[config.mk]
export PLATFORM = sky130hd
export DESIGN_NAME = calendar_counter
export DESIGN_NICKNAME = d
export VERILOG_FILES = /design/src/rtl/cal_pkg.sv /design/src/rtl/cal_bcd_conv.sv /design/src/rtl/calendar_counter.sv
export SDC_FILE = /design/constraint.sdc
export NUM_CORES = 1
export LEC_CHECK = 0
export BUFFER_PORTS_ARGS = -buffer_cell sky130_fd_sc_hd__buf_2
export CAP_MARGIN = 20
export CORE_MARGIN = 3
export CORE_UTILIZATION = 32
export CTS_CLUSTER_DIAMETER = 80
export CTS_CLUSTER_SIZE = 28
export DETAILED_ROUTE_END_ITERATION = 7
export PLACE_DENSITY = 0.49
export REMOVE_ABC_BUFFERS = 1
export SLEW_MARGIN = 20
export SYNTH_ARGS = -nofsm -noshare
export SYNTH_HDL_FRONTEND = slang
export SYNTH_SLANG_ARGS = --single-unit
export TNS_END_PERCENT = 10
[constraint.sdc]
create_clock -name clk -period 19.5 [get_ports clk]
set_input_delay 1.95 -clock clk [delete_from_list [all_inputs] [get_ports clk]]
set_output_delay 1.95 -clock clk [all_outputs]
set_load 0.05 [all_outputs]
[src/rtl/cal_pkg.sv]
`default_nettype none
// ============================================================================
// Module      : cal_pkg
// Description : Shared widths and calendar helper functions (leap year,
//               month length, small binary-to-BCD conversion).
// Revision    : 1.0 - initial release
// ============================================================================
package cal_pkg;

    localparam int MONTH_W = 4;
    localparam int DAY_W   = 5;
    localparam int DOW_W   = 3;

    typedef logic [MONTH_W-1:0] month_t;
    typedef logic [DAY_W-1:0]   day_t;
    typedef logic [DOW_W-1:0]   dow_t;

    function automatic logic is_leap(input int unsigned year);
        return (((year % 4) == 0) && ((year % 100) != 0)) || ((year % 400) == 0);
    endfunction

    function automatic day_t days_in_month(input month_t month, input int unsigned year);
        day_t days;
        case (month)
            4'd4, 4'd6, 4'd9, 4'd11: days = 5'd30;
            4'd2:                    days = is_leap(year) ? 5'd29 : 5'd28;
            default:                 days = 5'd31;
        endcase
        return days;
    endfunction

    // Input must be 0..99; yields two packed BCD digits.
    function automatic logic [7:0] bin2bcd_small(input logic [6:0] value);
        logic [3:0] tens;
        logic [3:0] ones;
        tens = 4'(value / 7'd10);
        ones = 4'(value % 7'd10);
        return {tens, ones};
    endfunction

endpackage
`default_nettype wire

[src/rtl/cal_bcd_conv.sv]
`default_nettype none
// ============================================================================
// Module      : cal_bcd_conv
// Description : Registered binary-to-BCD conversion of year/month/day; adds
//               one cycle of latency relative to the binary date.
// Revision    : 1.0 - initial release
// ============================================================================
module cal_bcd_conv
    import cal_pkg::*;
#(
    parameter int YEAR_W    = 14,
    parameter int RST_YEAR  = 2000,
    parameter int RST_MONTH = 1,
    parameter int RST_DAY   = 1
) (
    input  logic              clk,
    input  logic              rst,
    input  logic [YEAR_W-1:0] year,
    input  month_t            month,
    input  day_t              day,
    output logic [15:0]       year_bcd,
    output logic [7:0]        month_bcd,
    output logic [7:0]        day_bcd
);

    function automatic logic [15:0] year_to_bcd(input int unsigned y);
        return {bin2bcd_small(7'(y / 100)), bin2bcd_small(7'(y % 100))};
    endfunction

    localparam logic [15:0] c_rst_year_bcd  = year_to_bcd(RST_YEAR);
    localparam logic [7:0]  c_rst_month_bcd = bin2bcd_small(7'(RST_MONTH));
    localparam logic [7:0]  c_rst_day_bcd   = bin2bcd_small(7'(RST_DAY));

    logic [15:0] r_year_bcd;
    logic [7:0]  r_month_bcd;
    logic [7:0]  r_day_bcd;

    // Reset loads the reset date directly so BCD agrees with binary right away.
    always_ff @(posedge clk) begin
        if (rst) begin
            r_year_bcd  <= c_rst_year_bcd;
            r_month_bcd <= c_rst_month_bcd;
            r_day_bcd   <= c_rst_day_bcd;
        end else begin
            r_year_bcd  <= year_to_bcd(32'(year));
            r_month_bcd <= bin2bcd_small(7'(month));
            r_day_bcd   <= bin2bcd_small(7'(day));
        end
    end

    assign year_bcd  = r_year_bcd;
    assign month_bcd = r_month_bcd;
    assign day_bcd   = r_day_bcd;

endmodule
`default_nettype wire

[src/rtl/calendar_counter.sv]
`default_nettype none
// ============================================================================
// Module      : calendar_counter
// Description : Year/month/day/day-of-week counter with validated load,
//               Gregorian leap years and registered BCD outputs.
// Revision    : 1.0 - initial release
// ============================================================================
module calendar_counter
    import cal_pkg::*;
#(
    parameter int YEAR_W    = 14,
    parameter int YEAR_MIN  = 2000,
    parameter int YEAR_MAX  = 2099,
    parameter int RST_YEAR  = 2000,
    parameter int RST_MONTH = 1,
    parameter int RST_DAY   = 1,
    parameter int RST_DOW   = 6
) (
    input  logic              clk,
    input  logic              rst,
    input  logic              clk_en,
    input  logic              set_valid,
    input  logic [YEAR_W-1:0] set_year,
    input  logic [3:0]        set_month,
    input  logic [4:0]        set_day,
    input  logic [2:0]        set_dow,
    output logic              set_err,
    output logic [YEAR_W-1:0] year,
    output logic [3:0]        month,
    output logic [4:0]        day,
    output logic [2:0]        dow,
    output logic              leap,
    output logic [15:0]       year_bcd,
    output logic [7:0]        month_bcd,
    output logic [7:0]        day_bcd,
    output logic              wrap
);

    localparam logic [YEAR_W-1:0] c_year_min  = YEAR_W'(YEAR_MIN);
    localparam logic [YEAR_W-1:0] c_year_max  = YEAR_W'(YEAR_MAX);
    localparam logic [YEAR_W-1:0] c_rst_year  = YEAR_W'(RST_YEAR);
    localparam month_t            c_rst_month = MONTH_W'(RST_MONTH);
    localparam day_t              c_rst_day   = DAY_W'(RST_DAY);
    localparam dow_t              c_rst_dow   = DOW_W'(RST_DOW);
    localparam logic              c_rst_leap  = is_leap(RST_YEAR);
    localparam int                c_rst_dim   = int'(days_in_month(c_rst_month, RST_YEAR));

    if (YEAR_MAX >= 10000) begin : g_chk_year_max
        $error("calendar_counter: YEAR_MAX must be below 10000");
    end
    if ((YEAR_MIN > YEAR_MAX) || ((64'd1 << YEAR_W) <= 64'(YEAR_MAX))) begin : g_chk_year_range
        $error("calendar_counter: YEAR_MIN/YEAR_MAX inconsistent with YEAR_W");
    end
    if ((RST_YEAR < YEAR_MIN) || (RST_YEAR > YEAR_MAX) ||
        (RST_MONTH < 1) || (RST_MONTH > 12) ||
        (RST_DAY < 1) || (RST_DAY > c_rst_dim) ||
        (RST_DOW < 0) || (RST_DOW > 6)) begin : g_chk_rst_date
        $error("calendar_counter: RST_* parameters do not form a valid date");
    end

    logic [YEAR_W-1:0] r_year;
    month_t            r_month;
    day_t              r_day;
    dow_t              r_dow;
    logic              r_leap;
    logic              r_set_err;
    logic              r_wrap;

    day_t              w_dim;
    day_t              w_set_dim;
    logic              w_set_ok;
    logic [YEAR_W-1:0] w_year_nxt;
    month_t            w_month_nxt;
    day_t              w_day_nxt;
    dow_t              w_dow_nxt;
    logic              w_set_err_nxt;
    logic              w_wrap_nxt;

    assign w_dim     = days_in_month(r_month, 32'(r_year));
    assign w_set_dim = days_in_month(set_month, 32'(set_year));
    assign w_set_ok  = (set_year >= c_year_min) && (set_year <= c_year_max) &&
                       (set_month >= 4'd1) && (set_month <= 4'd12) &&
                       (set_day >= 5'd1) && (set_day <= w_set_dim) &&
                       (set_dow <= 3'd6);

    // A load request always takes priority over the tick, accepted or not.
    always_comb begin
        w_year_nxt    = r_year;
        w_month_nxt   = r_month;
        w_day_nxt     = r_day;
        w_dow_nxt     = r_dow;
        w_set_err_nxt = 1'b0;
        w_wrap_nxt    = 1'b0;
        if (set_valid) begin
            if (w_set_ok) begin
                w_year_nxt  = set_year;
                w_month_nxt = set_month;
                w_day_nxt   = set_day;
                w_dow_nxt   = set_dow;
            end else begin
                w_set_err_nxt = 1'b1;
            end
        end else if (clk_en) begin
            w_dow_nxt = (r_dow == 3'd6) ? 3'd0 : r_dow + 3'd1;
            if (r_day < w_dim) begin
                w_day_nxt = r_day + 5'd1;
            end else begin
                w_day_nxt = 5'd1;
                if (r_month == 4'd12) begin
                    w_month_nxt = 4'd1;
                    if (r_year == c_year_max) begin
                        w_year_nxt = c_year_min;
                        w_wrap_nxt = 1'b1;
                    end else begin
                        w_year_nxt = r_year + YEAR_W'(1);
                    end
                end else begin
                    w_month_nxt = r_month + 4'd1;
                end
            end
        end
    end

    always_ff @(posedge clk) begin
        if (rst) begin
            r_year    <= c_rst_year;
            r_month   <= c_rst_month;
            r_day     <= c_rst_day;
            r_dow     <= c_rst_dow;
            r_leap    <= c_rst_leap;
            r_set_err <= 1'b0;
            r_wrap    <= 1'b0;
        end else begin
            r_year    <= w_year_nxt;
            r_month   <= w_month_nxt;
            r_day     <= w_day_nxt;
            r_dow     <= w_dow_nxt;
            r_leap    <= is_leap(32'(w_year_nxt));
            r_set_err <= w_set_err_nxt;
            r_wrap    <= w_wrap_nxt;
        end
    end

    cal_bcd_conv #(
        .YEAR_W    (YEAR_W),
        .RST_YEAR  (RST_YEAR),
        .RST_MONTH (RST_MONTH),
        .RST_DAY   (RST_DAY)
    ) u_bcd_conv (
        .clk       (clk),
        .rst       (rst),
        .year      (r_year),
        .month     (r_month),
        .day       (r_day),
        .year_bcd  (year_bcd),
        .month_bcd (month_bcd),
        .day_bcd   (day_bcd)
    );

    assign year    = r_year;
    assign month   = r_month;
    assign day     = r_day;
    assign dow     = r_dow;
    assign leap    = r_leap;
    assign set_err = r_set_err;
    assign wrap    = r_wrap;

endmodule
`default_nettype wire

==> flow_summary.toml <==
[worst_setup_path]
slowest_stage = "a2111oi_2"
cp-end-kind = "flop"
r2r_cells = 49
startpoint_type = "primary input"
cpPeakStageDelay_ns = 0.44
rr_endpoint = "leap"
critPathMaxFanout = 16
timing.rr.start = "year[12]"
crit_path_start = "set_year[10]"
regToRegSetupSlack_ns = 4.14
crit_required_ns = 19.70
crit_type = "in -> reg"
crit_top_cell = "nand2_1"
critPathArrivalTime_ns = 18.21

[global_routing]
met1_usage_pct = 28.5
gr-usage-met3_pct = 2.39
grt_max_degree = 57
grt_overflow = 0
grt_pass1_wl_um = 49900
busiest_layer = "met2"
grt_util_met2_pct = 30.6
grt_pass1_vias = 9348
grt_antenna_before_repair = 1
grtUsageTotal_pct = 19.6

[synth]
ys_seq_area_share_pct = 12.4
synth-main-ff-cell = "dfxtp_1"
synth_xor_area_share_pct = 4.93
synth-edff-count = 0
synth_commonest_cells = "nor2_1, nand2_1, a21oi_1"
syn_avg_cell_area_um2 = 6.80
synth_top_family_by_area = "compound AO/OA/AOI/OAI gates"
synth_compound_area_share_pct = 38.1
yosysWarnings = 0
syn_inst = 1326
synth_top_area_share_pct = 12.4
yosys.area_share.simple_pct = 28.4
ys_ff_latch = 56
synth_area_leaders = "dfxtp_1, nor2_1, nand2_1"
ys_async_sr_fraction_pct = 0
synthesis.area_mm2 = 0.00902
synth_adder_area_share_pct = 5.58
synth.most_common_cell = "nor2_1"
synth_mux_area_share_pct = 3.79
synth.largest_area_cell = "dfxtp_1"
ys_types = 105

[finish]
area_growth_pct = 10.5
regArea_mm2 = 0.00112
layout-drive-gt1-share_pct = 13.8
num_antenna_cells = 0
fin_nets = 1436
multi_input_area_mm2 = 0.00738
num-fill-cells = 2994

[floorplan]
rows = 60
die_y_um = 174
dieArea_mm2 = 0.0302
start_util_pct = 33.0
core_mm2 = 0.0273
die_x_um = 174
io_pins = 91

[detailed_routing]
first_iter_violations = 920
vias_per_cell = 5.85
first_pass_iters = 5
remaining_drc_errors = 0
detailroute.via_count = 10200
ant_nets = 0
wl_um = 30800
wl_per_cell_um = 17.6

[clocking]
cts_buffer_depth = 2
cts.sinks = 56
cts_tree = "yes"
path_clk_slew_ns = 0.09
root_buffer = "clkbuf_16"
h-tree-depth = 2
clk_latency_ns = 0.32
cts_buffers = 5

[min_path]
hold_path_class = "reg -> reg"
holdPathStages = 2
min_from = "dow[0]"
holdPathEnd = "dow[0]"

[sta]
drv_slew = 0
worstMarginPinSlew_ns = 1.11
setup_viol = 0
post-route-min-period_ns = 18.01
hold_viol_final = 0
fmax_ghz = 0.0555
fin_skew_ns = 0.0176
setup_tns_ns = 0
rsz0062_at_grt = "false"
post-route-period-util_pct = 92.4
relSlewSlack_pct = 24.3

[placed_design]
dpl.hpwl_um = 23400
io_buffers = 85
globalplace.congestion = 0.868

[run]
cap_viol_max_count = 0

[run_status]
status = "complete, no violations"
-- placed cells by master (no fill, tap or decap), drive strengths merged, types with 15 or more instances in the layout --
master and n:
o211ai 21, xnor2 40, o31ai 17, inv 63, nor2b 17, nand2 129
nor3 45, buf 110, ha 33, nor2 155, and3 15, o21ai 89
nand2b 17, o22ai 25, and2 21, a21oi 90, or2 19, nand3 48
mux2i 18, o21a 20, dfxtp 56, a31oi 27, a211oi 30
-- stage by stage --
step	setup WS, ns	util (%)	cell area (um2)	std cells	hold slack, ns
after detailed placement	0.178	35.6	9720	1736	0.569
after global routing	0.0632	36.5	9960	1746	0.619
after floorplan	1.54	-	8660	1256	0.756
after CTS	0.457	36.1	9870	1744	0.579
final	1.49	36.5	9960	1746	0.579
after global placement	0.554	35.6	9720	1736	0.570
-- cell type report --
type,count,area share [%]
tap,372,4.67
clock buffer,5,1.26
clock inverter,3,0.276
sequential,56,11.3
timing repair buffer,110,6.16
multi-input combinational,1138,74.0
inverter,62,2.34
-- worst max-delay path by stage --
| stage | endpoint | cells past startpoint |
|---|---|---|
| finish | leap | 77 |
| global route | leap | 77 |
| CTS | leap | 79 |
| detailed placement | leap | 79 |
| global placement | leap | 79 |
| floorplan | leap | 76 |
-- flip-flops by register name (all words and copies together), names as in the netlist, 3 cells and up --
register              count
u_bcd_conv.year_bcd      16
year                     14
u_bcd_conv.day_bcd        6
day                       5
u_bcd_conv.month_bcd      5
month                     4
dow                       3
-- metal layers --
layer / share of wire [%] / wire length [um]
met4: 1.8 / 543
met3: 4.5 / 1380
met5: 0.065 / 20
met2: 44 / 13600
met1: 49 / 15200
-- critical path: cells and delay by family --
family / cells / cell delay, ns
adder cells (fa/ha/maj): 7 / 2.11
AO/OA/AOI/OAI: 33 / 7.69
XOR/XNOR: 5 / 0.94
AND/OR/NAND/NOR: 24 / 3.88
multiplexers: 3 / 0.93
buffers and inverters: 5 / 0.67
-- logic make-up (layout without fill, tap and decap cells) --
group	after synthesis	count (layout)
simple gates	529	529
compound gates	482	482
buf+inv	136	180
flops	56	56
xor+xnor	49	49
fa+ha+maj	42	42
mux	31	31
other cells	1	5
-- what timing repair did --
item	CTS	global route
gates resized for setup	0	16
setup buffers	0	2
setup endpoints to repair	0	1
hold buffers	0	0
Power is not shown: default switching activity piles up to over one toggle a cycle in this logic, so the estimate is an artifact.
